**src/rtl/alu_share_arbiter_if.sv**
```systemverilog
// Request, ALU-operand and response bundle for the shared ALU operand path.
// slave is the arbiter's view; master is the requesters/ALU side.
interface alu_share_arbiter_if #(
   parameter int WIDTH = 32
) ();
   logic             req0_valid;
   logic             req0_ready;
   logic [WIDTH-1:0] req0_imm;
   logic [WIDTH-1:0] req0_rs2;
   logic             req0_use_imm;

   logic             req1_valid;
   logic             req1_ready;
   logic [WIDTH-1:0] req1_imm;
   logic [WIDTH-1:0] req1_rs2;
   logic             req1_use_imm;

   logic             alu_src_ctrl;
   logic [WIDTH-1:0] alu_immediate;
   logic [WIDTH-1:0] alu_reg_data2;
   logic             alu_start;
   logic [WIDTH-1:0] alu_result;

   logic             resp0_valid;
   logic             resp1_valid;
   logic             resp_ready;
   logic [WIDTH-1:0] resp_data;
   logic             busy;

   modport slave (
      input  req0_valid, req0_imm, req0_rs2, req0_use_imm,
      input  req1_valid, req1_imm, req1_rs2, req1_use_imm,
      input  alu_result, resp_ready,
      output req0_ready, req1_ready,
      output alu_src_ctrl, alu_immediate, alu_reg_data2, alu_start,
      output resp0_valid, resp1_valid, resp_data, busy
   );

   modport master (
      output req0_valid, req0_imm, req0_rs2, req0_use_imm,
      output req1_valid, req1_imm, req1_rs2, req1_use_imm,
      output alu_result, resp_ready,
      input  req0_ready, req1_ready,
      input  alu_src_ctrl, alu_immediate, alu_reg_data2, alu_start,
      input  resp0_valid, resp1_valid, resp_data, busy
   );
endinterface

```
**src/rtl/alu_share_arbiter.sv**
```systemverilog
// Round-robin share of one ALU operand path between the execute stage (req0)
// and the address-generation/branch-target path (req1).
module alu_share_arbiter #(
   parameter int WIDTH   = 32,
   parameter int ALU_LAT = 1
) (
   input  logic               clk,
   input  logic               rst,
   alu_share_arbiter_if.slave bus
);
   // state | meaning
   // IDLE  | arbitrate, ready to the grantee, latch operands on handshake
   // ISSUE | alu_start pulse, latency timer loaded with ALU_LAT
   // WAIT  | timer counts down, alu_result captured at terminal count
   // RESP  | response valid to the winner until resp_ready
   typedef enum logic [1:0] {IDLE, ISSUE, WAIT, RESP} state_t;

   localparam logic [2:0] LAT_LOAD = 3'(ALU_LAT);

   state_t           state, state_next;
   logic             ptr;
   logic             winner;
   logic [2:0]       lat_cnt;
   logic             grant0, grant1;
   logic             accept;
   logic             lat_tc;
   logic             resp_done;
   logic             src_ctrl_q;
   logic             start_q;
   logic             resp0_q, resp1_q;
   logic [WIDTH-1:0] imm_q, rs2_q, data_q;

   // With both requesting, the pointer picks; a lone requester always wins.
   assign grant0 = bus.req0_valid && (!bus.req1_valid || !ptr);
   assign grant1 = bus.req1_valid && (!bus.req0_valid ||  ptr);

   always_ff @(posedge clk) begin
      if (rst) begin
         state <= IDLE;
      end else begin
         state <= state_next;
      end
   end

   always_comb begin
      state_next     = state;
      bus.req0_ready = 1'b0;
      bus.req1_ready = 1'b0;
      accept         = 1'b0;
      resp_done      = 1'b0;
      lat_tc         = (lat_cnt == 3'd1);
      case (state)
         IDLE: begin
            bus.req0_ready = grant0;
            bus.req1_ready = grant1;
            if (grant0 || grant1) begin
               accept     = 1'b1;
               state_next = ISSUE;
            end
         end
         ISSUE: state_next = WAIT;
         WAIT: begin
            if (lat_tc) begin
               state_next = RESP;
            end
         end
         RESP: begin
            if (bus.resp_ready) begin
               resp_done  = 1'b1;
               state_next = IDLE;
            end
         end
         default: state_next = IDLE;
      endcase
   end

   always_ff @(posedge clk) begin
      if (rst) begin
         ptr        <= 1'b0;
         winner     <= 1'b0;
         src_ctrl_q <= 1'b0;
         imm_q      <= '0;
         rs2_q      <= '0;
         start_q    <= 1'b0;
         lat_cnt    <= '0;
         resp0_q    <= 1'b0;
         resp1_q    <= 1'b0;
         data_q     <= '0;
      end else begin
         start_q <= 1'b0;
         if (accept) begin
            winner     <= grant1;
            src_ctrl_q <= grant1 ? bus.req1_use_imm : bus.req0_use_imm;
            imm_q      <= grant1 ? bus.req1_imm     : bus.req0_imm;
            rs2_q      <= grant1 ? bus.req1_rs2     : bus.req0_rs2;
            start_q    <= 1'b1;
         end

         if (state == ISSUE) begin
            lat_cnt <= LAT_LOAD;
         end else if (state == WAIT) begin
            lat_cnt <= lat_cnt - 3'd1;
         end

         if (state == WAIT && lat_tc) begin
            data_q  <= bus.alu_result;
            resp0_q <= !winner;
            resp1_q <= winner;
         end

         // Pointer moves only on a completed response, so aborted work never skews fairness.
         if (resp_done) begin
            resp0_q <= 1'b0;
            resp1_q <= 1'b0;
            ptr     <= !winner;
         end
      end
   end

   assign bus.alu_src_ctrl  = src_ctrl_q;
   assign bus.alu_immediate = imm_q;
   assign bus.alu_reg_data2 = rs2_q;
   assign bus.alu_start     = start_q;
   assign bus.resp0_valid   = resp0_q;
   assign bus.resp1_valid   = resp1_q;
   assign bus.resp_data     = data_q;
   assign bus.busy          = (state != IDLE);
endmodule

```
**src/flat_wrapper.sv**
```systemverilog
// flat-port wrapper written by rule: the top's interface ports become plain ports
module alu_share_arbiter_flat 
#(
   parameter int WIDTH   = 32,
   parameter int ALU_LAT = 1
)
  (clk, rst, bus_req0_valid, bus_req0_imm, bus_req0_rs2, bus_req0_use_imm, bus_req1_valid, bus_req1_imm, bus_req1_rs2, bus_req1_use_imm, bus_alu_result, bus_resp_ready, bus_req0_ready, bus_req1_ready, bus_alu_src_ctrl, bus_alu_immediate, bus_alu_reg_data2, bus_alu_start, bus_resp0_valid, bus_resp1_valid, bus_resp_data, bus_busy);
  alu_share_arbiter_if #(.WIDTH(WIDTH)) bus_i ();
  input  logic clk;
  input  logic rst;
  input wire logic [$bits(bus_i.req0_valid)-1:0] bus_req0_valid;
  input wire logic [$bits(bus_i.req0_imm)-1:0] bus_req0_imm;
  input wire logic [$bits(bus_i.req0_rs2)-1:0] bus_req0_rs2;
  input wire logic [$bits(bus_i.req0_use_imm)-1:0] bus_req0_use_imm;
  input wire logic [$bits(bus_i.req1_valid)-1:0] bus_req1_valid;
  input wire logic [$bits(bus_i.req1_imm)-1:0] bus_req1_imm;
  input wire logic [$bits(bus_i.req1_rs2)-1:0] bus_req1_rs2;
  input wire logic [$bits(bus_i.req1_use_imm)-1:0] bus_req1_use_imm;
  input wire logic [$bits(bus_i.alu_result)-1:0] bus_alu_result;
  input wire logic [$bits(bus_i.resp_ready)-1:0] bus_resp_ready;
  output wire logic [$bits(bus_i.req0_ready)-1:0] bus_req0_ready;
  output wire logic [$bits(bus_i.req1_ready)-1:0] bus_req1_ready;
  output wire logic [$bits(bus_i.alu_src_ctrl)-1:0] bus_alu_src_ctrl;
  output wire logic [$bits(bus_i.alu_immediate)-1:0] bus_alu_immediate;
  output wire logic [$bits(bus_i.alu_reg_data2)-1:0] bus_alu_reg_data2;
  output wire logic [$bits(bus_i.alu_start)-1:0] bus_alu_start;
  output wire logic [$bits(bus_i.resp0_valid)-1:0] bus_resp0_valid;
  output wire logic [$bits(bus_i.resp1_valid)-1:0] bus_resp1_valid;
  output wire logic [$bits(bus_i.resp_data)-1:0] bus_resp_data;
  output wire logic [$bits(bus_i.busy)-1:0] bus_busy;
  assign bus_i.req0_valid = bus_req0_valid;
  assign bus_i.req0_imm = bus_req0_imm;
  assign bus_i.req0_rs2 = bus_req0_rs2;
  assign bus_i.req0_use_imm = bus_req0_use_imm;
  assign bus_i.req1_valid = bus_req1_valid;
  assign bus_i.req1_imm = bus_req1_imm;
  assign bus_i.req1_rs2 = bus_req1_rs2;
  assign bus_i.req1_use_imm = bus_req1_use_imm;
  assign bus_i.alu_result = bus_alu_result;
  assign bus_i.resp_ready = bus_resp_ready;
  assign bus_req0_ready = bus_i.req0_ready;
  assign bus_req1_ready = bus_i.req1_ready;
  assign bus_alu_src_ctrl = bus_i.alu_src_ctrl;
  assign bus_alu_immediate = bus_i.alu_immediate;
  assign bus_alu_reg_data2 = bus_i.alu_reg_data2;
  assign bus_alu_start = bus_i.alu_start;
  assign bus_resp0_valid = bus_i.resp0_valid;
  assign bus_resp1_valid = bus_i.resp1_valid;
  assign bus_resp_data = bus_i.resp_data;
  assign bus_busy = bus_i.busy;
  alu_share_arbiter #(.WIDTH(WIDTH), .ALU_LAT(ALU_LAT)) u_core (.clk(clk), .rst(rst), .bus(bus_i));
endmodule
```
**config.mk**
```make
export PLATFORM = sky130hd
export DESIGN_NAME = alu_share_arbiter_flat
export DESIGN_NICKNAME = d
export VERILOG_FILES = /design/src/rtl/alu_share_arbiter_if.sv /design/src/rtl/alu_share_arbiter.sv /design/src/flat_wrapper.sv
export SDC_FILE = /design/constraint.sdc
export NUM_CORES = 1
export LEC_CHECK = 0
export ABC_CLOCK_PERIOD_IN_PS = 2300
export CAP_MARGIN = 10
export CORE_MARGIN = 3
export CORE_UTILIZATION = 42
export DETAILED_ROUTE_END_ITERATION = 16
export MAX_ROUTING_LAYER = met4
export PLACE_DENSITY = 0.91
export SYNTH_ARGS = -nofsm -noshare
export SYNTH_HDL_FRONTEND = slang
export SYNTH_SLANG_ARGS = --single-unit
```
**constraint.sdc**
```tcl
create_clock -name clk -period 2.3 [get_ports clk]
set_input_delay 0.23 -clock clk [delete_from_list [all_inputs] [get_ports clk]]
set_output_delay 0.23 -clock clk [all_outputs]
set_load 0.01 [all_outputs]
```
==> results of run 1 <==
==> worst min-delay path by stage <==
stage	start	end	slack, ps	cells after the start
2_1_floorplan	bus_alu_result[0]	u_core.bus.resp_data[0]	370	2
3_3_place_gp	u_core.bus.resp1_valid	u_core.bus.resp1_valid	440	2
3_5_place_dp	u_core.bus.resp_data[3]	u_core.bus.resp_data[3]	450	2
4_1_cts	bus_req1_valid	u_core.winner	260	4
5_1_grt	bus_req1_valid	u_core.winner	280	4
6_report	bus_req1_valid	u_core.winner	270	4
==> layout make-up <==
class | count | area share
Tap cell | 140 | 0.0224
Sequential cell | 107 | 0.274
Timing Repair Buffer | 279 | 0.357
Clock buffer | 10 | 0.0306
Inverter | 8 | 0.00384
Multi-Input combinational cell | 403 | 0.302
Clock inverter | 5 | 0.0109
==> worst max-delay path, cell delays in order (launching register included) <==
cell and delay (ps):
dfxtp_1 360, inv_2 110, ha_4 170, nand2_1 70, nor2_1 120, clkdlybuf4s50_1 560
==> synth_stat cells (4+ instances only) <==
cell	n
dfxtp_1	107
nand2_1	72
nor2_1	71
nand3b_1	66
a311oi_1	65
o21ai_0	43
a21oi_1	37
clkbuf_1	26
o21ai_1	23
buf_2	18
buf_4	9
inv_1	7
ha_1	6
nand2b_1	6
buf_1	4
clkbuf_2	4
==> power by group <==
part / switching (mW) / internal, mW
Sequential: 0.294 / 2.36
Clock: 0.701 / 0.987
Combinational: 1.42 / 1.58
==> logic make-up after synthesis <==
family | Yosys count | share of synthesized area
flip-flops | 107 | 0.445
buffers and inverters | 70 | 0.0689
AO/OA/AOI/OAI | 172 | 0.233
adder cells (fa/ha/maj) | 6 | 0.0156
multiplexers | 1 | 0.00208
XOR/XNOR | 1 | 0.00182
AND/OR/NAND/NOR | 223 | 0.234
==> state kept, by name, indices dropped and copies added (netlist names) <==
name and cells:
u_core.bus.alu_reg_data2 32, u_core.bus.resp_data 32, u_core.winner 1, u_core.lat_cnt 3
u_core.bus.alu_src_ctrl 1, u_core.bus.resp1_valid 1, u_core.state 2, u_core.bus.alu_immediate 32
u_core.ptr 1, u_core.bus.resp0_valid 1, u_core.bus.alu_start 1
==> per-layer routing <==
metal  vias up  part of all wire  global-route usage  wire length (um)
met4         0             0.030              0.0929               499
li1       2523                 -                   -                 -
met5         -                 0                   -                 0
met1      2421              0.38               0.276              6190
met2       238              0.51               0.442              8390
met3        45             0.079              0.0610              1300
==> stage by stage <==
stage	cells	hold slack, ps	instance area [um2]	power, mW	worst slack (ps)
floorplan	580	366	4810	4.08	889
global placement	937	441	7480	5.52	260
detailed placement	937	448	7480	5.65	240
CTS	952	259	7820	7.37	13.9
global route	952	281	7820	7.74	274
finish	952	268	7820	7.35	337
==> out/results.ini, run 1 <==
[outcome]
status = completed

[worst_setup_path]
path_max_fanout = 5
reg2reg_depth = 6
r2r_start = u_core.state[0]
r2r_end = u_core.bus.alu_immediate[12]
start_kind = flip-flop
crit_start = u_core.state[0]
cp-end-kind = primary output
reg2reg_slack_ps = 600
arrival_ps = 1730
crit_path_end = bus_req0_ready
critPathRequiredTime_ps = 2070
criticalPathCategory = flip-flop to primary output

[synthesis]
synth.largest_area_cell = dfxtp_1
ys.flop_type = dfxtp_1
synth_seq_area_share = 0.445
syn_avg_cell_area_um2 = 8.30
ys_types = 30
ys_ff_latch = 107
synth_edf_count = 0
syn_nets = 753
syn_area_um2 = 4810
yosys-top-cells-area = dfxtp_1, a311oi_1, nand3b_1
yosys_warnings = 0
postSynth.asyncResetShare = 0
synthCells = 580
synth_top_area_share = 0.445

[timing]
slew_headroom = 0.412
fin_crit_ps = 1960
period_share = 0.854
drv_slew = 0
worstMarginPinSlew_ps = 883
finalSetupViolCount = 0
rsz0062_at_grt = false
tns_ps = 0
fmax_ghz = 0.509
clock_skew_ps = 7.39
hold_violations = 0

[final_layout]
antenna_cells = 0
fill_cells = 809
final_common_cell = clkdlybuf4s50_1
area_delta_synth_final_pct = 62.4
final_util = 0.709
layout-drive-gt1-share = 0.0419
final_nets = 981
regArea_um2 = 2140
layout_common_cells = clkdlybuf4s50_1, dfxtp_1, nand2_1
multiInputGateArea_um2 = 2360

[clock_network]
numCtsBuffers = 9
cts_setup_buffers = 0
clkSlewWorstSetupHoldPaths_ps = 70
root_buffer = clkbuf_16
cts_hold_buf = 0
clock_latency_ps = 340
clock-sinks = 107
ctsResizeCount = 3
htreeDepth = 3
clk_path_buf_depth = 2
cts_tree = done

[power]
leakage_nw = 2.72
peakVddDrop_uv = 579
powerDensity_nw_per_um2 = 940

[grt]
antenna_found_initial = 0
overflow = 0
grt_pass1_wl_um = 25400
grt_pass1_vias = 5189
grt_use_total = 0.252
grt_max_degree = 131

[floorplan]
die_w_um = 113
core.rowCount = 38
die_h_um = 113
initial_core_util = 0.436
design.core.area_um2 = 11000
io_pins = 270
die_area_um2 = 12800

[routing]
drt-total-wl_um = 16400
viasPerCell = 5.49
ant_nets = 0
drtIter0Drc = 431
drcViolationCount = 0
avgRoutedWirePerCell_um = 17.2
drt-pass1-iter-count = 4
via_count = 5227

[job]
max_cap_viol_count = 0

[placed_design]
post-dp-hpwl_um = 11700
gp_congestion = 0.852
io_buffers = 269

[hold_path]
holdCritPathClass = primary input to flip-flop

Power figures use the tool's default switching activity.
==> run 2, diff against run 1 <==
--- a/config.mk
+++ b/config.mk
@@ -5,13 +5,16 @@
 export SDC_FILE = /design/constraint.sdc
 export NUM_CORES = 1
 export LEC_CHECK = 0
+export ABC_AREA = 1
 export ABC_CLOCK_PERIOD_IN_PS = 2300
 export CAP_MARGIN = 10
-export CORE_MARGIN = 3
-export CORE_UTILIZATION = 42
+export CELL_PAD_IN_SITES_DETAIL_PLACEMENT = 1
+export CELL_PAD_IN_SITES_GLOBAL_PLACEMENT = 1
+export CORE_MARGIN = 10
+export CORE_UTILIZATION = 27
 export DETAILED_ROUTE_END_ITERATION = 16
 export MAX_ROUTING_LAYER = met4
-export PLACE_DENSITY = 0.91
+export PLACE_DENSITY = 0.89
 export SYNTH_ARGS = -nofsm -noshare
 export SYNTH_HDL_FRONTEND = slang
 export SYNTH_SLANG_ARGS = --single-unit
==> run 2 against run 1 <==
Power up 6.7%; maximum frequency down 6.0%; via count up 8.8%; global-route usage down 9.4 points; critical path depth unchanged; clock power down 9%; synthesized cell count up 44%; clock skew about the same; final area up 6.3%; utilization down 26 points; critical path type unchanged; highest routed layer unchanged.
==> out/results.ini, run 2 <==
[timing]
rsz0062_at_grt = false  ; unchanged
clock_skew_ps = 6.91  ; was 7.39 ps
slew_headroom = 0.509  ; was 0.412
drv_slew = 0  ; unchanged
fmax_ghz = 0.479  ; was 0.509 GHz
finalSetupViolCount = 0  ; unchanged
period_share = 0.908  ; was 0.854
fin_crit_ps = 2090  ; was 1960 ps
final.setup.worst_slack_ps = 210  ; was 337 ps
tns_ps = 0  ; unchanged
hold_violations = 0  ; unchanged
worstMarginPinSlew_ps = 737  ; was 883 ps

[final_layout]
fin_area_um2 = 8310  ; was 7820 um2
finalNonFillerCells = 1323  ; was 952
layout-drive-gt1-share = 0.0331  ; was 0.0419
final_nets = 1257  ; was 981
area_delta_synth_final_pct = 64.1  ; was 62.4%
fill_cells = 2366  ; was 809
layout_common_cells = nand2_1, clkdlybuf4s50_1, nor2_1  ; was clkdlybuf4s50_1, dfxtp_1, nand2_1
regArea_um2 = 2140  ; unchanged
final_common_cell = nand2_1  ; was clkdlybuf4s50_1
multiInputGateArea_um2 = 2420  ; was 2360 um2
antenna_cells = 0  ; unchanged

[clock_network]
htreeDepth = 3  ; unchanged
root_buffer = clkbuf_16  ; unchanged
cts_hold_buf = 0  ; unchanged
clock_latency_ps = 340  ; about the same
numCtsBuffers = 9  ; unchanged
clk_path_buf_depth = 2  ; unchanged
cts_setup_buffers = 0  ; unchanged
clkSlewWorstSetupHoldPaths_ps = 70  ; about the same
cts_tree = done  ; unchanged
clock-sinks = 107  ; unchanged

[worst_setup_path]
reg2reg_slack_ps = 600  ; about the same
reg2reg_depth = 7  ; was 6
arrival_ps = 1860  ; was 1730 ps
r2r_start = u_core.ptr  ; was u_core.state[0]
cp-end-kind = primary output  ; unchanged
path_max_fanout = 5  ; unchanged
start_kind = flip-flop  ; unchanged
r2r_end = u_core.bus.alu_reg_data2[2]  ; was u_core.bus.alu_immediate[12]
criticalPathCategory = flip-flop to primary output  ; unchanged
critPathRequiredTime_ps = 2070  ; about the same

[synthesis]
synth_seq_area_share = 0.423  ; was 0.445
synthAdderAreaFrac = 0.0148  ; was 0.0156
synth_top_area_share = 0.423  ; was 0.445
synth_simple_gate_area_share = 0.412  ; was 0.234
syn_area_um2 = 5060  ; was 4810 um2
synth_compound_area_frac = 0.0442  ; was 0.233
yosys_warnings = 0  ; unchanged
synth.most_common_cell = nand2_1  ; was dfxtp_1
ys_ff_latch = 107  ; unchanged
syn_nets = 1009  ; was 753
synth_edf_count = 0  ; unchanged
synth.top_cells.by_count = nand2_1, nor2_1, dfxtp_1  ; was dfxtp_1, nand2_1, nor2_1
yosys-top-cells-area = dfxtp_1, nand2_1, nor2_1  ; was dfxtp_1, a311oi_1, nand3b_1
synth-xor-area-share = 0  ; was 0.00182
syn_avg_cell_area_um2 = 6.06  ; was 8.30 um2
synth.largest_area_cell = dfxtp_1  ; unchanged
synth_mux_area_frac = 0  ; was 0.00208
ys_types = 19  ; was 30
synth_top_family_by_area = simple AND/OR/NAND/NOR gates  ; unchanged
ys.flop_type = dfxtp_1  ; unchanged
synthCells = 836  ; was 580
postSynth.asyncResetShare = 0  ; unchanged

[routing]
drt-pass1-iter-count = 4  ; unchanged
drt-total-wl_um = 19900  ; was 16,400 um
avgRoutedWirePerCell_um = 15.1  ; was 17.2 um
via_count = 5687  ; was 5,227
drcViolationCount = 0  ; unchanged
ant_nets = 0  ; unchanged
viasPerCell = 4.30  ; was 5.49
drtIter0Drc = 166  ; was 431

[power]
powerDensity_nw_per_um2 = 944  ; was 940 nW/um2
leakage_nw = 3.75  ; was 2.72 nW
peakVddDrop_uv = 338  ; was 579 uV
power_mw = 7.84  ; was 7.35 mW

[floorplan]
die_h_um = 157  ; was 113 um
initial_core_util = 0.273  ; was 0.436
design.core.area_um2 = 18600  ; was 11,000 um2
core.rowCount = 50  ; was 38
die_area_um2 = 24600  ; was 12,800 um2
io_pins = 270  ; unchanged
die_w_um = 157  ; was 113 um

[placed_design]
placed_area_um2 = 8020  ; was 7480 um2
dp_slack_ps = 174  ; was 240 ps
place_inst = 1307  ; was 937
post-dp-hpwl_um = 15400  ; was 11,700 um
io_buffers = 269  ; unchanged
gp_congestion = 0.739  ; was 0.852

[hold_path]
hold_depth = 3  ; was 4
min-delay-start = bus_alu_result[11]  ; was bus_req1_valid
holdCritPathClass = primary input to flip-flop  ; unchanged
holdPathEnd = u_core.bus.resp_data[11]  ; was u_core.winner

[grt]
grt_pass1_wl_um = 30100  ; was 25,400 um
grt_util_met1 = 0.167  ; was 0.276
gr-usage-met3 = 0.0693  ; was 0.0610
busiest_layer = met2  ; unchanged
grt_max_degree = 72  ; was 131
grt_pass1_vias = 5763  ; was 5,189
overflow = 0  ; unchanged
grt_use_total = 0.158  ; was 0.252
gr-usage-met2 = 0.270  ; was 0.442
antenna_found_initial = 0  ; unchanged

[outcome]
status = completed  ; unchanged

[job]
max_cap_viol_count = 0  ; unchanged

## run 2: kinds of logic after synthesis
logic type	after synthesis
AOI/OAI and AO/OA	44
adders and majority gates	6
and+or+nand+nor	552
buffers and inverters	127
DFF	107
## run 2: how the worst max path moves through the flow
stage          slack (ps)                           to             from  cells past startpoint
2_1_floorplan         900     u_core.bus.resp_data[23]  u_core.state[0]                      7
3_3_place_gp          210  u_core.bus.alu_immediate[8]   bus_req1_valid                      8
3_5_place_dp          170  u_core.bus.alu_reg_data2[2]   bus_req1_valid                      8
4_1_cts                80               bus_req0_ready  u_core.state[0]                      5
5_1_grt                90               bus_req0_ready  u_core.state[0]                      5
6_report              210               bus_req0_ready  u_core.state[0]                      5
## run 2: repair_timing
item	4_1_cts	5_1_grt
hold endpoints to repair	0	0
setup endpoints to repair	0	1
resized for setup	0	1
## run 2: critical path: stages (launching register included)
cell,delay (ps)
dfxtp_1,330
inv_1,100
ha_2,260
inv_1,90
nor2_1,130
clkdlybuf4s50_1,590
## run 2: area by class of cell
cell class                 count  share of cell area
clock buffer                  13              0.0325
timing repair buffer         283               0.344
tap                          234              0.0352
sequential                   107               0.258
multi-input combinational    602               0.291
clock inverter                 3             0.00256
inverter                      81              0.0366
## run 2: stage by stage
step	hold WS, ps	util
2_1_floorplan	373	-
3_3_place_gp	451	0.431
3_5_place_dp	455	0.431
4_1_cts	422	0.447
5_1_grt	421	0.447
6_report	437	0.447
## run 2: metal layers
layer | share of wire | up-vias | routed length, um
met4 | 0.0069 | 0 | 138
met2 | 0.49 | 176 | 9670
li1 | - | 2949 | -
met5 | 0 | - | 0
met1 | 0.41 | 2554 | 8150
met3 | 0.099 | 8 | 1970
## run 2: power breakdown
group,switching [mW],internal (mW)
registers,0.264,2.35
clock network,0.708,0.826
logic,1.89,1.80
==> run 3, diff against run 2 <==
--- a/config.mk
+++ b/config.mk
@@ -7,7 +7,6 @@
 export LEC_CHECK = 0
 export ABC_AREA = 1
 export ABC_CLOCK_PERIOD_IN_PS = 2300
-export CAP_MARGIN = 10
 export CELL_PAD_IN_SITES_DETAIL_PLACEMENT = 1
 export CELL_PAD_IN_SITES_GLOBAL_PLACEMENT = 1
 export CORE_MARGIN = 10
==> results of run 3 <==
No change in the layout: final DEF, timing and power equal those of run 2.
